<file path="src/rtl/icache_pkg.sv">
// Shared widths, FSM state type and the saturating-increment helper for the
// set-associative instruction cache.
package icache_pkg;

    localparam int LINE_W     = 128;
    localparam int WORD_W     = 32;
    localparam int OFFSET_W   = 2;
    localparam int ADDR_W     = 30;
    localparam int MEM_ADDR_W = 28;
    localparam int CNT_W      = 32;

    // Controller states: IDLE serves hits, FILL waits for the line from memory.
    typedef enum logic {
        S_IDLE = 1'b0,
        S_FILL = 1'b1
    } state_t;

    // Increment that sticks at all-ones instead of wrapping to zero.
    function automatic logic [CNT_W-1:0] sat_inc(input logic [CNT_W-1:0] v);
        return (&v) ? v : v + 1'b1;
    endfunction

endpackage

</file>
<file path="src/rtl/icache_stat.sv">
// Statistics block: three saturating event counters cleared by reset.
module icache_stat
    import icache_pkg::*;
(
    input  logic             clk,
    input  logic             rst,
    input  logic             inc_read,
    input  logic             inc_miss,
    input  logic             inc_stall,
    output logic [CNT_W-1:0] read_count,
    output logic [CNT_W-1:0] read_miss,
    output logic [CNT_W-1:0] read_stalled_cycles
);

    logic [CNT_W-1:0] read_count_q;
    logic [CNT_W-1:0] read_miss_q;
    logic [CNT_W-1:0] read_stalled_q;

    // Count each event once per cycle; values pin at all-ones.
    always_ff @(posedge clk) begin
        if (rst) begin
            read_count_q   <= '0;
            read_miss_q    <= '0;
            read_stalled_q <= '0;
        end else begin
            if (inc_read)  read_count_q   <= sat_inc(read_count_q);
            if (inc_miss)  read_miss_q    <= sat_inc(read_miss_q);
            if (inc_stall) read_stalled_q <= sat_inc(read_stalled_q);
        end
    end

    assign read_count          = read_count_q;
    assign read_miss           = read_miss_q;
    assign read_stalled_cycles = read_stalled_q;

endmodule

</file>
<file path="src/rtl/icache_assoc.sv">
// Read-only instruction cache, 1- or 2-way set-associative, 4-word lines.
// Handshakes:
//   CPU side: a fetch completes on any cycle with proc_read=1 and proc_stall=0;
//   while stalled the CPU holds proc_addr. Memory side: mem_read is a request
//   held high with a stable mem_addr until the cycle mem_ready=1, which is the
//   single transfer cycle; mem_read drops the cycle after.
// The controller state is held in state_q (type state_t) for observation.
module icache_assoc
    import icache_pkg::*;
#(
    parameter int WAYS    = 2,
    parameter int SETS    = 8,
    parameter int STAT_EN = 1
) (
    input  logic                  clk,
    input  logic                  proc_reset,
    input  logic                  proc_read,
    input  logic [ADDR_W-1:0]     proc_addr,
    output logic [WORD_W-1:0]     proc_rdata,
    output logic                  proc_stall,
    output logic                  mem_read,
    output logic [MEM_ADDR_W-1:0] mem_addr,
    input  logic [LINE_W-1:0]     mem_rdata,
    input  logic                  mem_ready,
    output logic [CNT_W-1:0]      read_count,
    output logic [CNT_W-1:0]      read_miss,
    output logic [CNT_W-1:0]      read_stalled_cycles
);

    localparam int IDX   = $clog2(SETS);
    localparam int TAG_W = ADDR_W - OFFSET_W - IDX;

    // Request address split.
    logic [OFFSET_W-1:0] off;
    logic [IDX-1:0]      idx;
    logic [TAG_W-1:0]    tag;

    assign off = proc_addr[OFFSET_W-1:0];
    assign idx = proc_addr[OFFSET_W +: IDX];
    assign tag = proc_addr[ADDR_W-1 -: TAG_W];

    // Storage arrays (flops). lru_q holds the most-recently-used way per set.
    logic [WAYS-1:0]   valid_q [SETS];
    logic [SETS-1:0]   lru_q;
    logic [TAG_W-1:0]  tag_q   [SETS][WAYS];
    logic [LINE_W-1:0] data_q  [SETS][WAYS];

    // Controller state and latched miss context.
    state_t                  state_q, state_d;
    logic [MEM_ADDR_W-1:0]   line_addr_q;
    logic                    victim_q;

    logic [WAYS-1:0]   way_hit;
    logic              hit;
    logic              hit_way;
    logic              victim_way;
    logic [LINE_W-1:0] hit_line;
    logic              hit_fire;
    logic              miss_start;
    logic              fill_en;
    logic [IDX-1:0]    fill_idx;
    logic [TAG_W-1:0]  fill_tag;

    assign fill_idx = line_addr_q[IDX-1:0];
    assign fill_tag = line_addr_q[MEM_ADDR_W-1:IDX];

    // Tag compare across all ways of the addressed set.
    always_comb begin
        way_hit = '0;
        for (int w = 0; w < WAYS; w++) begin
            way_hit[w] = valid_q[idx][w] && (tag_q[idx][w] == tag);
        end
    end

    assign hit = |way_hit;
    // Way 0 wins if both ways ever matched.
    assign hit_way  = (WAYS == 2) ? ~way_hit[0] : 1'b0;
    assign hit_line = data_q[idx][hit_way];
    assign hit_fire = (state_q == S_IDLE) && proc_read && hit;

    // Victim choice: first invalid way (way 0 first), else the non-MRU way.
    always_comb begin
        victim_way = 1'b0;
        if (WAYS == 2) begin
            if (!valid_q[idx][0]) begin
                victim_way = 1'b0;
            end else if (!valid_q[idx][WAYS-1]) begin
                victim_way = 1'b1;
            end else begin
                victim_way = ~lru_q[idx];
            end
        end
    end

    // Next-state and handshake outputs for the IDLE/FILL controller.
    always_comb begin
        state_d    = state_q;
        proc_stall = 1'b0;
        mem_read   = 1'b0;
        miss_start = 1'b0;
        fill_en    = 1'b0;
        case (state_q)
            S_IDLE: begin
                if (proc_read && !hit) begin
                    proc_stall = 1'b1;
                    miss_start = 1'b1;
                    state_d    = S_FILL;
                end
            end
            S_FILL: begin
                proc_stall = 1'b1;
                mem_read   = 1'b1;
                if (mem_ready) begin
                    fill_en = 1'b1;
                    state_d = S_IDLE;
                end
            end
            default: state_d = S_IDLE;
        endcase
    end

    // Hit word is returned combinationally; zero whenever no hit is served.
    always_comb begin
        proc_rdata = '0;
        if (hit_fire) begin
            proc_rdata = hit_line[{off, 5'b0} +: WORD_W];
        end
    end

    assign mem_addr = line_addr_q;

    // State register and capture of the missing line address and victim way.
    always_ff @(posedge clk) begin
        if (proc_reset) begin
            state_q     <= S_IDLE;
            line_addr_q <= '0;
            victim_q    <= 1'b0;
        end else begin
            state_q <= state_d;
            if (miss_start) begin
                line_addr_q <= proc_addr[ADDR_W-1:OFFSET_W];
                victim_q    <= victim_way;
            end
        end
    end

    // Valid and MRU bookkeeping; reset clears all lines and aborts any fill.
    always_ff @(posedge clk) begin
        if (proc_reset) begin
            for (int s = 0; s < SETS; s++) begin
                valid_q[s] <= '0;
            end
            lru_q <= '0;
        end else begin
            if (hit_fire) begin
                lru_q[idx] <= hit_way;
            end
            if (fill_en) begin
                valid_q[fill_idx][victim_q] <= 1'b1;
                lru_q[fill_idx]             <= victim_q;
            end
        end
    end

    // Tag and line payload written only by a completing fill.
    always_ff @(posedge clk) begin
        if (fill_en && !proc_reset) begin
            tag_q[fill_idx][victim_q]  <= fill_tag;
            data_q[fill_idx][victim_q] <= mem_rdata;
        end
    end

    // Statistics: completed fetches, miss starts, stalled request cycles.
    if (STAT_EN != 0) begin : g_stat
        icache_stat u_stat (
            .clk                 (clk),
            .rst                 (proc_reset),
            .inc_read            (proc_read & ~proc_stall),
            .inc_miss            (miss_start),
            .inc_stall           (proc_read & proc_stall),
            .read_count          (read_count),
            .read_miss           (read_miss),
            .read_stalled_cycles (read_stalled_cycles)
        );
    end else begin : g_no_stat
        assign read_count          = '0;
        assign read_miss           = '0;
        assign read_stalled_cycles = '0;
    end

endmodule

</file>
<file path="config.mk">
export PLATFORM = sky130hd
export DESIGN_NAME = icache_assoc
export DESIGN_NICKNAME = d
export VERILOG_FILES = /design/src/rtl/icache_pkg.sv /design/src/rtl/icache_stat.sv /design/src/rtl/icache_assoc.sv
export SDC_FILE = /design/constraint.sdc
export NUM_CORES = 2
export LEC_CHECK = 0
export ABC_AREA = 1
export BUFFER_PORTS_ARGS = -buffer_cell sky130_fd_sc_hd__buf_2
export CAP_MARGIN = 20
export CORE_MARGIN = 2
export CORE_UTILIZATION = 62
export CTS_CLUSTER_SIZE = 30
export DETAILED_ROUTE_END_ITERATION = 10
export GPL_ROUTABILITY_DRIVEN = 0
export HOLD_SLACK_MARGIN = 0.15
export PLACE_DENSITY_LB_ADDON = 0.12
export SLEW_MARGIN = 20
export SYNTH_ARGS = -nofsm -noshare
export SYNTH_HDL_FRONTEND = slang
export SYNTH_SLANG_ARGS = --single-unit
</file>
<file path="constraint.sdc">
create_clock -name clk -period 10.55 [get_ports clk]
set_input_delay 1.5825 -clock clk [delete_from_list [all_inputs] [get_ports clk]]
set_output_delay 1.5825 -clock clk [all_outputs]
set_load 0.01 [all_outputs]
</file>
# Word level (Yosys, flattened, before mapping)
# Memories as Yosys holds them, arrays and structs flattened.
# Index checks and enable logic that the tools add are counted.
[totals]
reg_bits = 134
ramBits = 2464
inputBits = 162
word_cells = 98
mem_count = 3
[op_classes]
addsub = 3
order_cmp = 9
eq_ne = 2
n_shift = 1
mux = 42
bitwise = 11
reduce_logical = 20
[memory_table]
columns = ["name", "words", "width", "rd", "rd_clocked_by_memory_dff", "wr", "line_no", "text"]
rows = [
  ["data_q", 8, 256, 1, 0, 1, "icache_assoc.sv:46", "logic [LINE_W-1:0] data_q [SETS][WAYS];"],
  ["tag_q", 8, 50, 1, 0, 1, "icache_assoc.sv:45", "logic [TAG_W-1:0] tag_q [SETS][WAYS];"],
  ["valid_q", 8, 2, 1, 0, 8, "icache_assoc.sv:43", "logic [WAYS-1:0] valid_q [SETS];"],
]
[ops]
columns = ["op", "count"]
rows = [
  ["128-bit 2-to-1 mux", 4],
  ["256-bit 2-to-1 mux", 1],
  ["128-bit demux with 1-bit select", 1],
  ["128-bit by 8-bit variable part select with 32-bit output", 1],
  ["32-bit by 1-bit adder with 32-bit output (second input constant)", 3],
  ["32-bit AND reduction", 3],
  ["25-bit equality test", 2],
  ["50-bit 2-to-1 mux", 1],
  ["32-bit 2-to-1 mux", 1],
  ["25-bit demux with 1-bit select", 1],
  ["25-bit 2-to-1 mux", 1],
  ["8-bit 2-to-1 mux", 3],
  ["1-bit 2-to-1 mux", 17],
  ["8-bit bitwise mux", 2],
  ["1-bit logical AND", 10],
  ["3-bit by 4-bit less-than comparator with 1-bit output (second input constant)", 2],
  ["1-bit NOT", 7],
  ["1-bit demux with 3-bit select", 2],
  ["3-bit by 1-bit greater-or-equal comparator with 1-bit output (second input constant)", 2],
  ["2-bit 2-to-1 mux", 3],
  ["2-bit AND reduction", 3],
  ["2-bit greater-or-equal comparator (second input constant)", 2],
  ["1-bit NOT with 2-bit output", 2],
  ["1-bit case mux with 2 select lines", 2],
  ["other kinds (9)", 12],
]

# Longest topological paths before layout
# An unclocked memory read counts as a cell.
[depth]
depth_word = 11
depth_mapped = 23
mapped_depth_nobuf = 20

# Hierarchy
# From an unflattened synthesis, not the netlist that was laid out.
[unflattened]
hier_cells = 7582
hier_area_um2 = 100580.2
[modules_own_cells]
columns = ["module", "instances", "cells_per_inst", "area_each_um2", "seq_area_each_um2"]
rows = [
  ["icache_assoc", 1, 6608, 94843.5, 74591.5],
  ["icache_stat", 1, 974, 5736.8, 1921.8],
]

# Worst setup path after synthesis
# Ideal clock, no wire load.
[synth_timing]
path_type = "input -> register"
start = "in proc_reset"
end = "mem data_q[3][0] (netlist bit), enable pin"
setup_time_ns = 0.670
t_arrival_ns = 8.551
setup_slack_ns = 1.330
path_stages = 5
n_path_buf = 2
cell_sequence = "clkbuf_1 > inv_1 > clkbuf_1 > nand2_1 > nor2_1"
[synth_via]
elab_chain_cells = 4
[synth_lines]
columns = ["item", "line_no", "text"]
rows = [
  ["start: declaration", "icache_assoc.sv:16", "input logic proc_reset,"],
  ["1-bit logical NOT", "icache_assoc.sv:167", "if (fill_en && !proc_reset) begin"],
  ["1-bit logical AND", "icache_assoc.sv:167", ""],
  ["1-bit 2-to-1 mux", "icache_assoc.sv:167", ""],
  ["256-bit 2-to-1 mux (implied by the code)", "icache_assoc.sv:169", "data_q[fill_idx][victim_q] <= mem_rdata;"],
  ["end: declaration", "icache_assoc.sv:46", ""],
]
# Every way passes these cells.

# Final worst setup path
[layout_timing]
start = "in proc_addr[4]"
end = "out proc_rdata[6]"
[layout_via]
elab_chain_cells = 10
[layout_lines]
columns = ["item", "line_no", "text"]
rows = [
  ["start: declaration", "icache_assoc.sv:18", "input logic [ADDR_W-1:0] proc_addr,"],
  ["memory 8 x 50 bit", "-", ""],
  ["25-bit equality test", "icache_assoc.sv:71", "way_hit[w] = valid_q[idx][w] && (tag_q[idx][w] == tag);"],
  ["1-bit logical AND", "icache_assoc.sv:71", ""],
  ["1-bit NOT", "icache_assoc.sv:77", "assign hit_way = (WAYS == 2) ? ~way_hit[0] : 1'b0;"],
  ["1-bit NOT with 2-bit output (implied by the code)", "icache_assoc.sv:78", "assign hit_line = data_q[idx][hit_way];"],
  ["128-bit 2-to-1 mux (implied by the code) (3 in a row)", "icache_assoc.sv:78", ""],
  ["128-bit by 8-bit variable part select with 32-bit output", "icache_assoc.sv:126", "proc_rdata = hit_line[{off, 5'b0} +: WORD_W];"],
  ["32-bit 2-to-1 mux *", "icache_assoc.sv:125", "if (hit_fire) begin"],
  ["end: declaration", "icache_assoc.sv:19", "output logic [WORD_W-1:0] proc_rdata,"],
]
# Mark *: on every way between the ends. The rest lies on a longest branch, timed or not. The select of a mux whose other input is x is not followed.

==> results by group <==
Drt
  • Detail Route Antenna Nets: 0
  • Via density: between 6 and 7
  • Initial DRT Pass Iterations: 8
  • Via Count: ~65000
  • Final wirelength: 288 mm
  • Initial DRC count: 9328
  • Routed length per instance: 28.6 um
  • DRC Markers: 0

Pwr
  • Power density over the cells: 191 nW/um^2
  • Switching power: between 4000 and 5000 uW
  • Sequential power share: 0.528
  • Comb pwr share: 0.045
  • Internal Pwr Total: 16900 uW
  • Peak supply drop: ~200 uV
  • Clock power frac: 0.427
  • Lkg Pwr: a little under 0.04 uW
  • Net Sw Frac: 0.212

STA
  • Slew headroom: 0.230
  • Max Clock Skew: ~0.064 ns
  • Max Slew Vio Count: 0
  • Worst-margin pin slew: around 1.2 ns
  • RSZ-0062 raised after global routing: false
  • Worst Slack Setup Final: about 2.1 ns
  • Fmax: between 100 and 150 MHz
  • Period utilisation layout: 0.797
  • Endpoints failing setup: 0
  • Fin crit period: around 8.4 ns
  • Setup TNS: 0 ns
  • Fin. Hold Viols: 0
  • Final hold slack: between 0.4 and 0.5 ns

Floorplan
  • IO Pins: between 300 and 400
  • Rows: 147
  • Vert. Die Dim: about 410 um
  • Starting density of the core: 0.625
  • Core area: approximately 160000 sq um
  • Die ar.: around 170000 sq um
  • DIE WIDTH: between 400 and 500 um

Synthesis
  • Netlist Area Pre-Place: 101000 sq um
  • Syn Nets: between 7000 and 8000
  • Synth Area in Compound Gates: 0.0798
  • Post-Synth Simple-Gate Area: 0.117
  • Synthesis-stage register bit count: 2598
  • Async S/R FF share, synth: 0
  • Synth area leader: edfxtp_1
  • Synth Instances: 7400
  • Mux contribution to synthesized area: 0
  • Post-synthesis sequential area ratio: 0.760
  • Dominant cells by area after synthesis: edfxtp_1 73%, nand2_1 4.5%, o22ai_1 4.3%
  • Synthesized area per cell: about 14 sq um
  • Adder-cell area share of the yosys netlist: 0.000373
  • Yosys cell types: 49
  • Commonest register cell after synthesis: edfxtp_1
  • Post-synthesis xor/xnor area fraction: 0.00679
  • Post-synth top area share: 0.731
  • EDFF count, synth: around 2400
  • Yosys warnings: 0
  • Largest family of logic cells by synthesized area: simple AND/OR/NAND/NOR gates

Cells and area
  • Design Area, Final: 113000 sq um
  • Share of cells above drive strength 1: 0.114
  • Nets: approximately 7900
  • Final cell count without fillers: slightly above 10000
  • Commonest non-fill, non-tap cell in the layout: edfxtp_1
  • Commonest cells after routing, fill and taps aside: 2448 x edfxtp_1, 1200 x nand2_1, 685 x o22ai_1
  • Layout area overhead: 12.0%

Global routing
  • Vias in the first global route: around 60000
  • Antenna violations before repair: 53
  • Largest net degree at the start of global routing: 233
  • Grt total ovfl: 0
  • GRT Total Usage: 0.346
  • Global-route wire length before repair: a little over 400 mm

Clock tree
  • CTS clk-pin slew, worst paths: 0.06 ns
  • Worst-skew pair later-pin latency: ~0.93 ns
  • Clock sink count: roughly 2600
  • Post CTS Setup Buffer Count: 0
  • Cts repair resizes: 0
  • CTS tree: built
  • CTS Buf Count: about 280
  • Post-CTS Hold Fix Bufs: 0
  • CTS max path bufs: 4
  • Root Driver: clkbuf_16
  • H-tree depth: 5

Setup path
  • Critical Path AT: around 7 ns
  • Req. time, crit path: 8.97 ns
  • Crit path kind: in -> out
  • Worst setup EP type: output port
  • CP startpoint kind: input port
  • Max FO, Critical Path: 47

Placed design
  • Post-DP HPWL: 152 mm
  • Setup WS pre-CTS: 2.19 ns
  • Placed insts: 9570
  • Buffers on Ports: ~320
  • DP Area: roughly 100000 sq um

Worst hold path
  • Worst min path class: reg -> reg

Run
  • Max_cap viols: 0

Outcome
  • Run status: complete, no violations
## metrics by stage
step,power (uW),utilization
finish,21500,0.700
floorplan,12100,-
global placement,12500,0.647
CTS,21500,0.699
detailed placement,12500,0.647
global route,22000,0.700
## per-layer routing
layer,routed length [um],track usage
met3,32400,0.0686
met2,135000,0.545
met5,156,0
met1,109000,0.479
met4,11600,0.137
## critical path, stage by stage
cell     delay [ns]
buf_2          0.44
inv_2          0.23
nor2_4         0.87
nand3_1        0.19
nand2_1        0.13
o21ai_0        0.10
nand2_1        0.14
nand2_1        0.07
nor2_1         0.09
nand2_1        0.10
nor2_4         0.21
nand2_8        0.31
nand2_2        0.56
nand2_1        0.17
inv_2          0.71
nand2_1        0.12
nor2_1         0.47
buf_2          0.24
## synthesized netlist by cell type, types with 18 or more instances
library cell	n
or4_1	73
nand4_1	76
xor2_1	66
or2_1	25
buf_4	57
dfxtp_1	150
edfxtp_1	2448
buf_1	41
o21ai_0	131
a21oi_1	148
inv_1	393
nor2_1	502
nand3_1	398
buf_2	165
o22a_1	18
o21ai_1	52
nand2_1	1201
clkbuf_1	126
nor4_1	60
o22ai_1	685
nor3_1	197
o221ai_1	170
or2_2	76
## cell families after synthesis
logic type,count (synthesis)
AOI/OAI and AO/OA,1258
DFF,2598
adders and majority gates,3
xor gates and xnor gates,78
buffers and inverters,814
and+or+nand+nor,2649
## path summary, 6_finish.rpt
| check | depth (start not counted) | from | to | slack, ns |
|---|---|---|---|---|
| setup / recovery | 18 | proc_addr[4] | proc_rdata[6] | 2.14 |
| hold / removal | 2 | valid_q[1][0] | valid_q[1][0] | 0.46 |
| setup reg to reg | 16 | tag_q[0][35] | mem_addr[2] | 6.20 |
| hold reg to reg | 2 | valid_q[1][0] | valid_q[1][0] | 0.46 |
## final cells by class
| cell class | count | area (sq um) |
|---|---|---|
| Clock buffer | 349 | 7400 |
| Tap cell | 2160 | 2700 |
| Timing Repair Buffer | 416 | 2710 |
| Sequential cell | 2598 | 76500 |
| Antenna cell | 25 | 62.6 |
| Multi-Input combinational cell | 3988 | 20700 |
| Fill cell | 10800 | 48300 |
| Inverter | 409 | 1570 |
| Clock inverter | 116 | 993 |
## power by group through the flow
stage	Sequential, uW	Combinational, uW	Clock [uW]
3_3_place_gp	11600	931	0
5_1_grt	11300	1030	9600
6_report	11300	964	9160
3_5_place_dp	11600	942	0
2_1_floorplan	11600	512	0
4_1_cts	11300	947	9200
## state kept, by name, indices dropped and copies added, names as in the netlist
| signal | cells |
|---|---|
| tag_q | 400 |
| g_stat.u_stat.read_miss | 32 |
| victim_q | 1 |
| valid_q | 16 |
| g_stat.u_stat.read_stalled_cycles | 32 |
| mem_addr | 28 |
| lru_q | 8 |
| data_q | 2048 |
| g_stat.u_stat.read_count | 32 |
| state_q | 1 |
(Power assumes the default switching activity.)
